===== src/rtl/even_counter.sv =====
// even_counter
//   Free-running even-number counter. Advances by 2 on every rising clock edge
//   and wraps from MAX_EVEN (2^WIDTH - 2) back to 0. tc flags the cycle in
//   which count sits at MAX_EVEN so consumers can detect each wrap.
//
//   Optional build macro: EVEN_COUNTER_CHECK_EN
//     Adds a full-width shadow counter that runs alongside the main register.
//     Any disagreement with count, or an odd count, sets a sticky err flag on
//     the next clock edge. err clears only on reset. Without the macro, err
//     is tied to 0.
//
// Parameters
//   WIDTH  counter width in bits, legal range 2..16 (default 5)
//
// Ports
//   clk    in   1      rising-edge clock
//   reset  in   1      asynchronous reset, active-low (0 = held in reset)
//   count  out  WIDTH  current even count, registered
//   tc     out  1      high while count == MAX_EVEN
//   err    out  1      sticky integrity error (0 when check is compiled out)

module even_counter #(
    parameter int WIDTH = 5
) (
    input  logic             clk,
    input  logic             reset,
    output logic [WIDTH-1:0] count,
    output logic             tc,
    output logic             err
);

    localparam logic [WIDTH-1:0] MAX_EVEN = {{(WIDTH-1){1'b1}}, 1'b0};
    localparam logic [WIDTH-2:0] CNT_ONE  = (WIDTH-1)'(1);

    // Only the upper WIDTH-1 bits are stored; the LSB is hard-wired to 0,
    // so an odd value cannot be produced by the counter itself.
    logic [WIDTH-2:0] cnt_q;
    logic [WIDTH-2:0] cnt_d;
    logic [WIDTH-1:0] count_full;

    // Carry out of the top bit is dropped, which gives the wrap to 0.
    always_comb begin
        cnt_d = cnt_q + CNT_ONE;
    end

    always_ff @(posedge clk or negedge reset) begin
        if (!reset) begin
            cnt_q <= '0;
        end else begin
            cnt_q <= cnt_d;
        end
    end

    assign count_full = {cnt_q, 1'b0};
    assign count      = count_full;
    assign tc         = (count_full == MAX_EVEN);

`ifdef EVEN_COUNTER_CHECK_EN

    localparam logic [WIDTH-1:0] SHADOW_STEP = WIDTH'(2);

    logic [WIDTH-1:0] shadow_q;
    logic [WIDTH-1:0] shadow_d;
    logic             err_q;
    logic             err_d;
    logic             mismatch;

    always_comb begin
        shadow_d = shadow_q + SHADOW_STEP;
        mismatch = (count_full != shadow_q) || count_full[0];
        err_d    = err_q | mismatch;
    end

    always_ff @(posedge clk or negedge reset) begin
        if (!reset) begin
            shadow_q <= '0;
            err_q    <= 1'b0;
        end else begin
            shadow_q <= shadow_d;
            err_q    <= err_d;
        end
    end

    assign err = err_q;

`ifndef SYNTHESIS
    always @(posedge clk) begin
        if (reset && mismatch) begin
            $error("even_counter: integrity error, count=%0d shadow=%0d",
                   count_full, shadow_q);
        end
    end
`endif

`else

    assign err = 1'b0;

`endif

endmodule


===== config.mk =====
export PLATFORM = sky130hd
export DESIGN_NAME = even_counter
export DESIGN_NICKNAME = d
export VERILOG_FILES = /design/src/rtl/even_counter.sv
export SDC_FILE = /design/constraint.sdc
export NUM_CORES = 1
export LEC_CHECK = 0
export ABC_AREA = 1
export CAP_MARGIN = 20
export CORE_AREA = 2 2 39 41
export DETAILED_ROUTE_END_ITERATION = 6
export DIE_AREA = 0 0 41 43
export PLACE_DENSITY = 0.31
export REMOVE_ABC_BUFFERS = 1
export SLEW_MARGIN = 25
export SYNTH_ARGS = -nofsm -noshare
export SYNTH_HDL_FRONTEND = slang
export SYNTH_SLANG_ARGS = --single-unit
export TNS_END_PERCENT = 100

===== constraint.sdc =====
create_clock -name clk -period 2.15 [get_ports clk]
set_clock_uncertainty 0.05 [all_clocks]
set_input_delay 0.215 -clock clk [delete_from_list [all_inputs] [get_ports clk]]
set_output_delay 0.215 -clock clk [all_outputs]
set_load 0.02 [all_outputs]

==> results.md, run 1 <==
- Worst Setup End Kind: output pin
- CP Cell Sequence: ha_1, nand2_1, nor2_1, clkdlybuf4s50_1
- Max FO, Critical Path: 5
- CTS tree: yes
- Drt drc: 0
- Max Cap Viol: 0
- Area contributors post-synth: dfrtp_1 (58%), buf_4 (8.6%), ha_1 (7.2%)
- RSZ-0062 raised after global routing: false
- CP Buf/Inv Count: 1
- Synth Area in Compound Gates: 0%
- Worst hold path class: input port to asynchronous set/reset pin
- Leakage: 0.129 nW
- Clock Latency Late Sink: 0.24 ns
- Count leader, synth: dfrtp_1
- Antenna-violating nets left: 0
- I/O Pins: 9
- Post-synthesis register bit count: 4
- Synth cell count leaders: dfrtp_1 (4), nand2_1 (3), buf_4 (2), inv_1 (2)
- Quantity of gates resized following cts: 0
- Diodes inserted: 0
- Largest family of logic cells by synthesized area: simple AND/OR/NAND/NOR gates
- WL final: 318 um
- Period utilisation layout: 86.3%
- Critical Path Max Stage Delay: 0.61 ns
- Pre-antenna DRT Iters: 2
- Crit start category: flop
- Die H: 43 um
- Root Driver: clkbuf_4
- Synth area leader: dfrtp_1
- Cts bufs inserted: 3
- Setup CP Type: flop to output pin
- VDD IR-drop max: 0.237 mV
- DR vias: 131
- WL per Instance: 7.76 um
- EDFF count, synth: 0
- Min cycle time layout: 1.86 ns
- Final setup fails: 0
- Die extent in x: 41 um
- GRT Overall Usage: 6.14%
- Layout area overhead: 52.5%
- Final Hold Fails: 0
- Routed vias/inst: 3.20
- Starting DRT DRC Count: 5
- Post-Synth XOR/XNOR Area: 5.04%
- Main synth FF type: dfrtp_1
- Initial antenna violation count: 0
- CTS sink count: 4
- Core footprint: 0.00138 mm^2
- First-pass GRT wire length: 565 um
- Synth top area share: 57.6%
- Placed Area: 243 um^2
- Placer Congestion: 0.601
- Worst path top cell family by delay: buffers and inverters
- Synth Area in Simple Gates: 15.1%
- Final #Nets: 30
- Fmax: 539 MHz
- Top flop regs: cnt_q (4)
- Hold Buf Count CTS: 0
- Cell Rows: 14
- Final instance area: 265 um^2
- Post-Route Setup TNS: 0 ns
- Proportion of layout cells with a drive suffix above 1: 12.0%
- H-tree depth: 1
- Synth Area in Adders: 7.19%
- PwrDens: 671 mW/mm^2
- Biggest register: cnt_q
- Sequential fraction of the synthesis area: 57.6%
- Vias in the first global route: 125
- Cells after synthesis: 17
- Mapped Avg Cell Area: 10.2 um^2
- CP max stage cell: clkdlybuf4s50_1
- Clock transition at path regs: 0.04 ns
- Starting density of the core: 12.6%
- Post-CTS Setup Repair Bufs: 0
- Area of the die: 0.00176 mm^2
- Ys async rst share: 100%
- Synth Cell Area: 174 um^2
- Worst EP arrival: 1.59 ns
- Mux cell area share after synthesis: 0%
- Synth Warn #: 0
- Maximum clock path buffer count: 2
- GRT overflow: 0
- Slew Viols, Final: 0
- WP data required: 1.88 ns
- Number of port buffers: 6
- Max FFs per register: 4
- Post-DP HPWL: 219 um
- Largest net degree at the start of global routing: 6
- Status: completed
- Yosys cell types: 10
final cells by class:
cell class | count | area (um^2)
sequential | 4 | 100
tap | 16 | 20.0
timing repair buffer | 6 | 60.1
multi-input combinational | 10 | 55.1
inverter | 2 | 7.51
fill | 148 | 1120
clock buffer | 3 | 22.5
worst paths after layout:
check / start / to / slack, ns / depth (start not counted)
worst max-delay path: cnt_q[0] / tc / 0.29 / 4
worst min-delay path: reset / cnt_q[3] / 0.13 / 1
worst max register to register: cnt_q[0] / cnt_q[2] / 1.17 / 2
worst min register to register: cnt_q[3] / cnt_q[3] / 0.45 / 2
max in group asynchronous: reset / cnt_q[0] / 1.75 / 1
min in group clk: cnt_q[3] / cnt_q[3] / 0.45 / 2
cell usage in the layout, fill, tap and decap left out, types with 2 or more instances in the layout:
| cell type | synthesis | routed |
|---|---|---|
| clkbuf_4 | 0 | 3 |
| clkdlybuf4s50_1 | 0 | 6 |
| conb_1 | 1 | 2 |
| dfrtp_1 | 4 | 4 |
| inv_1 | 2 | 2 |
| nand2_1 | 3 | 3 |
through the flow:
| stage | utilization, % | std cells | worst slack, ns | power, W | hold slack (ns) |
|---|---|---|---|---|---|
| 5_1_grt | 19.2 | 41 | 0.193 | 0.000192 | 0.133 |
| 2_1_floorplan | - | 16 | 0.843 | 0.0000797 | -0.131 |
| 3_5_place_dp | 17.5 | 38 | 0.532 | 0.0000828 | 0.386 |
| 6_report | 19.2 | 41 | 0.294 | 0.000178 | 0.127 |
| 4_1_cts | 19.2 | 41 | 0.276 | 0.000181 | 0.131 |
| 3_3_place_gp | 17.5 | 38 | 0.521 | 0.0000829 | 0.393 |
worst register-to-register path, delay by kind of cell, from the launching register on:
kind / cells / cell delay [ns]
adders and majority gates: 1 / 0.24
xor gates and xnor gates: 1 / 0.16
DFF: 1 / 0.42
power by group:
group	total, W	internal [W]	switching [W]
Sequential	0.0000757	0.0000757	0
Combinational	0.00000607	0.00000162	0.00000445
Clock	0.0000962	0.0000626	0.0000336
per-layer routing:
metal,wire length (um),vias to the layer above,global-route usage [%]
met5,0,-,0
met4,6,0,4.00
met3,91,2,9.95
met2,81,12,4.38
met1,138,53,7.12
li1,-,64,-
cell families (layout without fill, tap and decap cells):
family | count (synthesis) | after routing
xor gates and xnor gates | 1 | 1
other | 1 | 2
adders and majority gates | 1 | 1
buffers and inverters | 4 | 11
DFF | 4 | 4
and+or+nand+nor | 6 | 6
Power figures use the tool's default switching activity.
==> run 2, diff against run 1 <==
--- a/config.mk
+++ b/config.mk
@@ -6,7 +6,7 @@
 export NUM_CORES = 1
 export LEC_CHECK = 0
 export ABC_AREA = 1
-export CAP_MARGIN = 20
+export CAP_MARGIN = 15
 export CORE_AREA = 2 2 39 41
 export DETAILED_ROUTE_END_ITERATION = 6
 export DIE_AREA = 0 0 41 43
==> results of run 2 <==
Same layout as run 1: the final DEF is identical, and so are final timing and power.
==> run 3, diff against run 2 <==
--- a/config.mk
+++ b/config.mk
@@ -10,8 +10,10 @@
 export CORE_AREA = 2 2 39 41
 export DETAILED_ROUTE_END_ITERATION = 6
 export DIE_AREA = 0 0 41 43
-export PLACE_DENSITY = 0.31
+export DONT_BUFFER_PORTS = 1
+export PLACE_DENSITY = 0.3
 export REMOVE_ABC_BUFFERS = 1
+export SKIP_CTS_REPAIR_TIMING = 1
 export SLEW_MARGIN = 25
 export SYNTH_ARGS = -nofsm -noshare
 export SYNTH_HDL_FRONTEND = slang
==> results.md, run 3 (synthesis gave the netlist of run 1 again) <==
- H-tree depth: 1
- Pre-antenna DRT Iters: 4
- Pwr Total: 0.000176 W
- Die H: 43 um
- Layout area overhead: 23.7%
- Maximum clock path buffer count: 2
- Worst path top cell family by delay: flip-flops
- Crit start category: flop
- Cts bufs inserted: 3
- Final #Nets: 25
- Final setup fails: 0
- Antenna-violating nets left: 0
- FF+latch area: 100 um^2
- Area of the die: 0.00176 mm^2
- Period utilisation layout: 77.3%
- Post-Place Cells: 32
- First-pass GRT wire length: 483 um
- WL final: 337 um
- Final Hold Fails: 0
- Multi-input combinational cell area: 55.1 um^2
- Fillers: 156
- Post-route insts no fill: 36
- Drt drc: 0
- DR vias: 126
- Routed vias/inst: 3.50
- CP max stage cell: dfrtp_1
- Post-Route Setup TNS: 0 ns
- PwrDens: 816 mW/mm^2
- Initial antenna violation count: 0
- Fmax: 602 MHz
- Placer Congestion: 0.510
- I/O Pins: 9
- Commonest non-fill, non-tap cells in the layout: dfrtp_1 (4), nand2_1 (3), clkbuf_4 (3)
- Core footprint: 0.00138 mm^2
- Starting DRT DRC Count: 4
- Status: completed
- Number of port buffers: 0
- CP Buf/Inv Count: 0
- Starting density of the core: 12.6%
- Worst EP arrival: 1.40 ns
- Max FO, Critical Path: 5
- Max FFs per register: 4
- CP Cell Sequence: ha_1, nand2_1, nor2_1
- Proportion of layout cells with a drive suffix above 1: 15.0%
- GRT Overall Usage: 5.13%
- Top flop regs: cnt_q (4)
- Root Driver: clkbuf_4
- Vias in the first global route: 106
- Worst Setup End Kind: output pin
- Clock Latency Late Sink: 0.23 ns
- Slew Viols, Final: 0
- CTS tree: yes
- Clock transition at path regs: 0.04 ns
- Setup CP Type: flop to output pin
- WP data required: 1.88 ns
- Worst hold path class: input port to asynchronous set/reset pin
- Critical Path Max Stage Delay: 0.51 ns
- Diodes inserted: 0
- Cell Rows: 14
- WL per Instance: 9.36 um
- CTS sink count: 4
- Largest net degree at the start of global routing: 6
- Die extent in x: 41 um
- Most common cell after layout, fill and taps aside: dfrtp_1
- GRT overflow: 0
- Biggest register: cnt_q
- Max Cap Viol: 0
- Min cycle time layout: 1.66 ns
- Leakage: 0.112 nW
- RSZ-0062 raised after global routing: false
- VDD IR-drop max: 0.225 mV
==> run 3: final timing paths <==
path	cells after the start	slack, ns	startpoint	endpoint
min in group clk	1	0.56	cnt_q[0]	cnt_q[0]
min	1	0.20	reset	cnt_q[2]
min reg2reg	1	0.56	cnt_q[0]	cnt_q[0]
max in group asynchronous	1	1.67	reset	cnt_q[0]
max reg2reg	2	1.04	cnt_q[0]	cnt_q[2]
max	3	0.49	cnt_q[0]	tc
==> run 3: power by group <==
group / total [W] / internal [W] / leakage (nW) / switching (W)
logic: 0.00000579 / 0.00000125 / 0.0459 / 0.00000454
registers: 0.0000757 / 0.0000757 / 0.0518 / 0
clock network: 0.0000941 / 0.0000625 / 0.0138 / 0.0000316
total: 0.000176 / 0.000139 / 0.112 / 0.0000362
==> run 3: layer usage <==
| layer | vias up | part of all wire, % | GRT usage [%] |
|---|---|---|---|
| met5 | - | 0 | 0 |
| met4 | 0 | 0 | 2.00 |
| met3 | 0 | 35 | 11.0 |
| met2 | 18 | 31 | 3.44 |
| met1 | 54 | 34 | 5.18 |
| li1 | 54 | - | - |
==> run 3: worst register-to-register path: cells and delay by family (launching register included) <==
kind,cells,cell delay (ns)
fa+ha+maj,1,0.29
xor+xnor,1,0.16
flops,1,0.48
==> run 3: per-stage QoR <==
step | utilization, % | hold slack (ns) | cell area, um^2 | setup slack [ns]
after floorplan | - | -0.131 | 163 | 0.843
after global placement | 13.2 | -0.130 | 183 | 0.770
after detailed placement | 13.2 | -0.130 | 183 | 0.753
after CTS | 14.8 | -0.388 | 205 | 0.495
after global routing | 15.6 | 0.192 | 215 | 0.371
final | 15.6 | 0.202 | 215 | 0.489
==> run 3: area by class of cell <==
| class | instances | area share, % |
|---|---|---|
| Multi-Input combinational cell | 10 | 25.6 |
| Clock buffer | 3 | 10.5 |
| Inverter | 2 | 3.49 |
| Tap cell | 16 | 9.30 |
| Sequential cell | 4 | 46.5 |
| Timing Repair Buffer | 1 | 4.65 |
